File: src/rtl/pll_supervisor_pkg.sv
// Shared types, widths and default constants for the PLL clock supervisor.
package pll_supervisor_pkg;

    localparam int unsigned CountW          = 12;
    localparam int unsigned DefRatio        = 36;
    localparam int unsigned DefWindow       = 16;
    localparam int unsigned DefTol          = 4;
    localparam int unsigned DefStableCycles = 1024;
    localparam int unsigned DefRefTimeout   = 128;

    typedef enum logic [1:0] {
        StWaitLock,
        StStabilize,
        StMeasure,
        StRun
    } state_e;

    // True when |count - target| <= tol.
    function automatic logic in_tolerance(input logic [CountW-1:0] count,
                                          input int unsigned target,
                                          input int unsigned tol);
        int unsigned c;
        c = int'(count);
        if (c >= target) begin
            return (c - target) <= tol;
        end
        return (target - c) <= tol;
    endfunction

endpackage

File: src/rtl/sync_edge_detect.sv
// Two-flop synchronizer with a registered rising-edge pulse.
module sync_edge_detect (
    input  logic clk,
    input  logic reset,
    input  logic din,
    output logic level,
    output logic rise
);

    logic meta_q, sync_q, prev_q, rise_q;

    // Synchronize, keep a delayed copy, and register the 0->1 transition.
    always_ff @(posedge clk or posedge reset) begin
        if (reset) begin
            meta_q <= 1'b0;
            sync_q <= 1'b0;
            prev_q <= 1'b0;
            rise_q <= 1'b0;
        end else begin
            meta_q <= din;
            sync_q <= meta_q;
            prev_q <= sync_q;
            rise_q <= sync_q & ~prev_q;
        end
    end

    assign level = sync_q;
    assign rise  = rise_q;

endmodule

File: src/rtl/pll_clock_supervisor.sv
// Holds downstream logic in reset until the PLL is locked, stable, and its
// output frequency matches the reference over a measurement window.
module pll_clock_supervisor
    import pll_supervisor_pkg::*;
#(
    parameter int unsigned RATIO         = DefRatio,
    parameter int unsigned WINDOW        = DefWindow,
    parameter int unsigned TOL           = DefTol,
    parameter int unsigned STABLE_CYCLES = DefStableCycles,
    parameter int unsigned REF_TIMEOUT   = DefRefTimeout
) (
    input  logic              clk,
    input  logic              reset,
    input  logic              pll_lock,
    input  logic              ref_clk,
    input  logic              clear_flags,
    output logic              sys_reset,
    output logic              ratio_ok,
    output logic [CountW-1:0] ratio_count,
    output logic              meas_valid,
    output logic              lock_lost,
    output logic              ref_missing
);

    localparam int unsigned Target  = RATIO * WINDOW;
    localparam int unsigned EdgeW   = (WINDOW > 1) ? $clog2(WINDOW) : 1;
    localparam int unsigned StableW = $clog2(STABLE_CYCLES + 1);
    localparam int unsigned ToW     = $clog2(REF_TIMEOUT + 1);

    logic lock_s, lock_rise_unused, ref_level_unused, ref_edge;

    sync_edge_detect u_lock_sync (
        .clk   (clk),
        .reset (reset),
        .din   (pll_lock),
        .level (lock_s),
        .rise  (lock_rise_unused)
    );

    sync_edge_detect u_ref_sync (
        .clk   (clk),
        .reset (reset),
        .din   (ref_clk),
        .level (ref_level_unused),
        .rise  (ref_edge)
    );

    state_e             state_q, state_d;
    logic [StableW-1:0] stable_q, stable_d;
    logic [CountW-1:0]  win_cnt_q, win_cnt_d, ratio_count_q, ratio_count_d;
    logic [EdgeW-1:0]   edge_cnt_q, edge_cnt_d;
    logic [ToW-1:0]     to_cnt_q, to_cnt_d;
    logic               win_active_q, win_active_d;
    logic               ratio_ok_q, ratio_ok_d, meas_valid_q, meas_valid_d;
    logic               lock_lost_q, lock_lost_d, ref_missing_q, ref_missing_d;
    logic               measuring, timeout;

    assign measuring = (state_q == StMeasure) || (state_q == StRun);
    // Cycle counter holds cycles since the last ref edge; last idle cycle is the trip point.
    assign timeout   = measuring && !ref_edge && (to_cnt_q == ToW'(REF_TIMEOUT - 1));

    // Next-state: lock drop beats timeout, which beats a completed measurement.
    always_comb begin
        state_d       = state_q;
        stable_d      = stable_q;
        win_active_d  = win_active_q;
        win_cnt_d     = !win_active_q ? '0 : (&win_cnt_q ? win_cnt_q : win_cnt_q + 1'b1);
        edge_cnt_d    = edge_cnt_q;
        to_cnt_d      = (measuring && !ref_edge) ? to_cnt_q + 1'b1 : '0;
        ratio_count_d = ratio_count_q;
        ratio_ok_d    = ratio_ok_q;
        meas_valid_d  = 1'b0;
        lock_lost_d   = lock_lost_q & ~clear_flags;
        ref_missing_d = ref_missing_q & ~clear_flags;

        if (!lock_s) begin
            state_d      = StWaitLock;
            win_active_d = 1'b0;
            win_cnt_d    = '0;
            edge_cnt_d   = '0;
            to_cnt_d     = '0;
            ratio_ok_d   = 1'b0;
            if (state_q == StRun) begin
                lock_lost_d = 1'b1;
            end
        end else if (timeout) begin
            state_d       = StMeasure;
            win_active_d  = 1'b0;
            win_cnt_d     = '0;
            edge_cnt_d    = '0;
            to_cnt_d      = '0;
            ratio_ok_d    = 1'b0;
            ref_missing_d = 1'b1;
        end else begin
            if (measuring && ref_edge) begin
                if (!win_active_q) begin
                    win_active_d = 1'b1;
                    win_cnt_d    = CountW'(1);
                    edge_cnt_d   = '0;
                end else if (edge_cnt_q == EdgeW'(WINDOW - 1)) begin
                    ratio_count_d = win_cnt_q;
                    ratio_ok_d    = in_tolerance(win_cnt_q, Target, TOL);
                    meas_valid_d  = 1'b1;
                    win_cnt_d     = CountW'(1);
                    edge_cnt_d    = '0;
                end else begin
                    edge_cnt_d = edge_cnt_q + 1'b1;
                end
            end

            unique case (state_q)
                StWaitLock: begin
                    state_d  = StStabilize;
                    stable_d = '0;
                end
                StStabilize: begin
                    if (stable_q == StableW'(STABLE_CYCLES - 1)) begin
                        state_d      = StMeasure;
                        win_active_d = 1'b0;
                    end else begin
                        stable_d = stable_q + 1'b1;
                    end
                end
                StMeasure: begin
                    if (meas_valid_q && ratio_ok_q) begin
                        state_d = StRun;
                    end
                end
                StRun: begin
                    if (meas_valid_q && !ratio_ok_q) begin
                        state_d = StMeasure;
                    end
                end
                default: state_d = StWaitLock;
            endcase
        end
    end

    // State and datapath registers.
    always_ff @(posedge clk or posedge reset) begin
        if (reset) begin
            state_q       <= StWaitLock;
            stable_q      <= '0;
            win_active_q  <= 1'b0;
            win_cnt_q     <= '0;
            edge_cnt_q    <= '0;
            to_cnt_q      <= '0;
            ratio_count_q <= '0;
            ratio_ok_q    <= 1'b0;
            meas_valid_q  <= 1'b0;
            lock_lost_q   <= 1'b0;
            ref_missing_q <= 1'b0;
        end else begin
            state_q       <= state_d;
            stable_q      <= stable_d;
            win_active_q  <= win_active_d;
            win_cnt_q     <= win_cnt_d;
            edge_cnt_q    <= edge_cnt_d;
            to_cnt_q      <= to_cnt_d;
            ratio_count_q <= ratio_count_d;
            ratio_ok_q    <= ratio_ok_d;
            meas_valid_q  <= meas_valid_d;
            lock_lost_q   <= lock_lost_d;
            ref_missing_q <= ref_missing_d;
        end
    end

    assign sys_reset   = (state_q != StRun);
    assign ratio_ok    = ratio_ok_q;
    assign ratio_count = ratio_count_q;
    assign meas_valid  = meas_valid_q;
    assign lock_lost   = lock_lost_q;
    assign ref_missing = ref_missing_q;

endmodule

File: config.mk
export PLATFORM = sky130hd
export DESIGN_NAME = pll_clock_supervisor
export DESIGN_NICKNAME = d
export VERILOG_FILES = /design/src/rtl/pll_supervisor_pkg.sv /design/src/rtl/sync_edge_detect.sv /design/src/rtl/pll_clock_supervisor.sv
export SDC_FILE = /design/constraint.sdc
export NUM_CORES = 1
export LEC_CHECK = 0
export ABC_AREA = 1
export CAP_MARGIN = 20
export CORE_MARGIN = 4
export CORE_UTILIZATION = 55
export DETAILED_ROUTE_END_ITERATION = 7
export PLACE_DENSITY = 0.75
export SLEW_MARGIN = 20
export SYNTH_ARGS = -nofsm -noshare
export SYNTH_HDL_FRONTEND = slang
export SYNTH_SLANG_ARGS = --single-unit
File: constraint.sdc
create_clock -name clk -period 5.4 [get_ports clk]
set_clock_uncertainty 0.15 [all_clocks]
set_input_delay 1.62 -clock clk [delete_from_list [all_inputs] [get_ports clk]]
set_output_delay 1.62 -clock clk [all_outputs]
set_load 0.005 [all_outputs]
==> impl_metrics.tcl <==
set metrics [dict create \
    die_h_um 84.4 \
    path_cells "nand2_1, clkdlybuf4s50_1" \
    post-dp-hpwl_mm 4.54 \
    rsz0062_at_grt "false" \
    synthTopCellsByArea "dfrtp_1 (47%), nand2_1 (11%), nor2_1 (5.3%)" \
    wl_met1_mm 3.03 \
    fillers 467 \
    min_path_type "flop to flop" \
    dr_wl_met2_mm 3.08 \
    finalSetupViolations 0 \
    num_vias 2659 \
    start_kind "flop" \
    synth_top_family_by_area "simple AND/OR/NAND/NOR gates" \
    cp_data_arrival_time_ns 1.44 \
    synthSimpleGateAreaFrac_pct 30.4 \
    synth_cells 398 \
    grt_pass1_wl_mm 11.4 \
    fin_util_pct 65.9 \
    endpoint_kind "primary output" \
    globalplace.congestion 0.937 \
    synth_compound_area_share_pct 8.58 \
    grt_max_degree 40 \
    synth_top_area_share_pct 46.8 \
    whs_ns 0.209 \
    drtPass1Iterations 4 \
    multi_input_area_um2 1480 \
    synth_fp_nets 409 \
    syn_avg_cell_area_um2 8.06 \
    crit_path_top_delay_cell "clkdlybuf4s50_1" \
    worstMarginPinSlew_ns 0.792 \
    cts.sink_count 60 \
    synthesis.area_um2 3210 \
    cts_made_buffers 9 \
    outcome "complete, no violations" \
    seqCellArea_um2 1500 \
    io_buffers 21 \
    cts_resized 0 \
    hold_buffers 0 \
    cts-root-buf "clkbuf_8" \
    grtUsageTotal_pct 20.1 \
    ir_drop_uv 216 \
    final_area_um2 3670 \
    yosysUniqueCellTypes 36 \
    cap_viol_max_count 0 \
    drt-initial-drc-count 101 \
    fp.dieW_um 84.4 \
    drv_slew 0 \
    drt-total-wl_mm 6.56 \
    hold_viol 0 \
    grt_pass1_vias 2523 \
    wl_met3_um 296 \
    h-tree-depth 3 \
    synth_xor_area_share_pct 4.91 \
    core_area_um2 5570 \
    required_ns 3.63 \
    yosys.area_share.adder_pct 2.34 \
    total_power_uw 1050 \
    insertion_delay_ns 0.36 \
    crit_path_max_fanout 7 \
    power.density_nw_per_um2 285 \
    synth.mux.area_fraction_pct 0 \
    tritoncts "done" \
    drcViolationCount 0 \
    synth_area_leader_cell "dfrtp_1" \
    synth-seq-area-share_pct 46.8 \
    drive_gt1_share_pct 10.9 \
    wl_per_cell_um 13.1 \
    highest_layer "met4" \
    max_freq_mhz 311 \
    boundaryPins 22 \
    post-route-period-util_pct 59.5 \
    dpl-instance-area_um2 3470 \
    area_delta_synth_final_pct 14.4 \
    nets 436 \
    ys_seq_elements 60 \
    critical_path_class "flop to primary output" \
    antenna_found_initial 0 \
    rows 27 \
    die-area_um2 7120 \
    path_clk_slew_ns 0.07 \
    tns_ns 0 \
    synth_warnings 0 \
    min_period_ns 3.21 \
    clk_path_buf_depth 2 \
    overflow 0 \
    start_util_pct 57.6 \
    p_leak_uw 0.00172 \
    slew_headroom_pct 47.2 \
    max_stage_delay_ns 0.51 \
    n_antenna_cell 0 \
    postCtsSetupBuffers 0 \
    ant_nets 0 \
    via_per_inst 5.30 \
]
[cell type report]
class	instances	share of cell area, %
Clock buffer	9	3.37
Clock inverter	7	2.08
Inverter	46	4.84
Multi-Input combinational cell	286	40.4
Sequential cell	60	40.9
Tap cell	72	2.45
Timing Repair Buffer	22	5.93
[registers in the layout, indices dropped and copies added (netlist names)]
name,cells
ratio_count,12
win_cnt_q,12
stable_q,11
to_cnt_q,8
edge_cnt_q,4
state_q,2
lock_lost,1
meas_valid,1
ratio_ok,1
ref_missing,1
u_lock_sync.level,1
u_lock_sync.meta_q,1
u_ref_sync.level,1
u_ref_sync.meta_q,1
u_ref_sync.prev_q,1
u_ref_sync.rise,1
win_active_q,1
[layer usage]
layer | GRT usage [%] | vias up
li1 | - | 1351
met1 | 25.1 | 1235
met2 | 32.4 | 57
met3 | 5.79 | 16
met4 | 9.06 | 0
met5 | 0 | -
[logic make-up (layout without fill, tap and decap cells)]
| kind of cell | count (synthesis) | after routing |
|---|---|---|
| AO/OA/AOI/OAI | 48 | 48 |
| XOR/XNOR | 18 | 18 |
| adder cells (fa/ha/maj) | 6 | 6 |
| buffers and inverters | 52 | 84 |
| flip-flops | 60 | 60 |
| AND/OR/NAND/NOR | 214 | 214 |
[critical path, delay by kind of cell, from the launching register on]
| kind | cells | cell delay [ns] |
|---|---|---|
| DFF | 1 | 0.45 |
| buffers and inverters | 1 | 0.51 |
| and+or+nand+nor | 1 | 0.13 |
[worst paths after layout]
path | startpoint | cells past startpoint | endpoint | slack, ns
setup reg to reg | to_cnt_q[0]$_DFF_PP0_ | 8 | win_cnt_q[9]$_DFF_PP0_ | 3.35
hold reg to reg | u_lock_sync.meta_q$_DFF_PP0_ | 0 | u_lock_sync.level$_DFF_PP0_ | 0.21
max in group asynchronous | reset | 3 | stable_q[8]$_DFFE_PP0P_ | 2.73
setup / recovery | state_q[1]$_DFFE_PP0P_ | 2 | sys_reset | 2.19
hold / removal | u_lock_sync.meta_q$_DFF_PP0_ | 0 | u_lock_sync.level$_DFF_PP0_ | 0.21
min in group asynchronous | reset | 2 | to_cnt_q[5]$_DFF_PP0_ | 1.58
[metrics by stage]
stage,std cells,setup WS (ns)
finish,502,2.19
global route,502,2.12
CTS,502,2.18
detailed placement,486,2.29
global placement,486,2.30
floorplan,398,2.15
[synthesized netlist by cell type]
cell,n
a21boi_0,1
a21oi_1,14
a31oi_1,1
buf_2,4
buf_6,1
buf_8,1
clkinv_1,1
clkinv_4,1
dfrtp_1,60
ha_1,6
inv_1,37
inv_2,7
nand2_1,97
nand2_2,4
nand2b_4,1
nand3_1,29
nand3_2,1
nand3b_1,4
nand4_1,10
nand4_2,1
nor2_1,45
nor2_2,4
nor3_1,9
nor3_4,1
nor3b_1,1
nor4_1,3
nor4_2,1
o21a_4,1
o21ai_0,20
o21ai_1,3
o21ai_2,4
o21bai_1,1
o22ai_1,3
or2_2,3
xnor2_1,2
xor2_1,16
[where the power goes]
part / leakage [uW] / internal [uW] / switching, uW
Combinational: 0.000800 / 47.8 / 98.3
Sequential: 0.000820 / 470 / 22.3
Clock: 0.0000958 / 215 / 195
[cells in the final DEF (no fill, tap or decap), types with 2 or more instances in the layout]
| master | count |
|---|---|
| a21oi_1 | 14 |
| clkbuf_8 | 9 |
| clkdlybuf4s50_1 | 21 |
| clkinv_4 | 3 |
| clkinvlp_4 | 2 |
| dfrtp_1 | 60 |
| ha_1 | 6 |
| inv_1 | 36 |
| inv_2 | 8 |
| nand2_1 | 97 |
| nand2_2 | 4 |
| nand3_1 | 29 |
| nand3b_1 | 4 |
| nand4_1 | 10 |
| nor2_1 | 45 |
| nor2_2 | 4 |
| nor3_1 | 9 |
| nor4_1 | 3 |
| o21ai_0 | 20 |
| o21ai_1 | 3 |
| o21ai_2 | 4 |
| o22ai_1 | 3 |
| or2_2 | 3 |
| xnor2_1 | 2 |
| xor2_1 | 16 |
(Power assumes the default switching activity.)
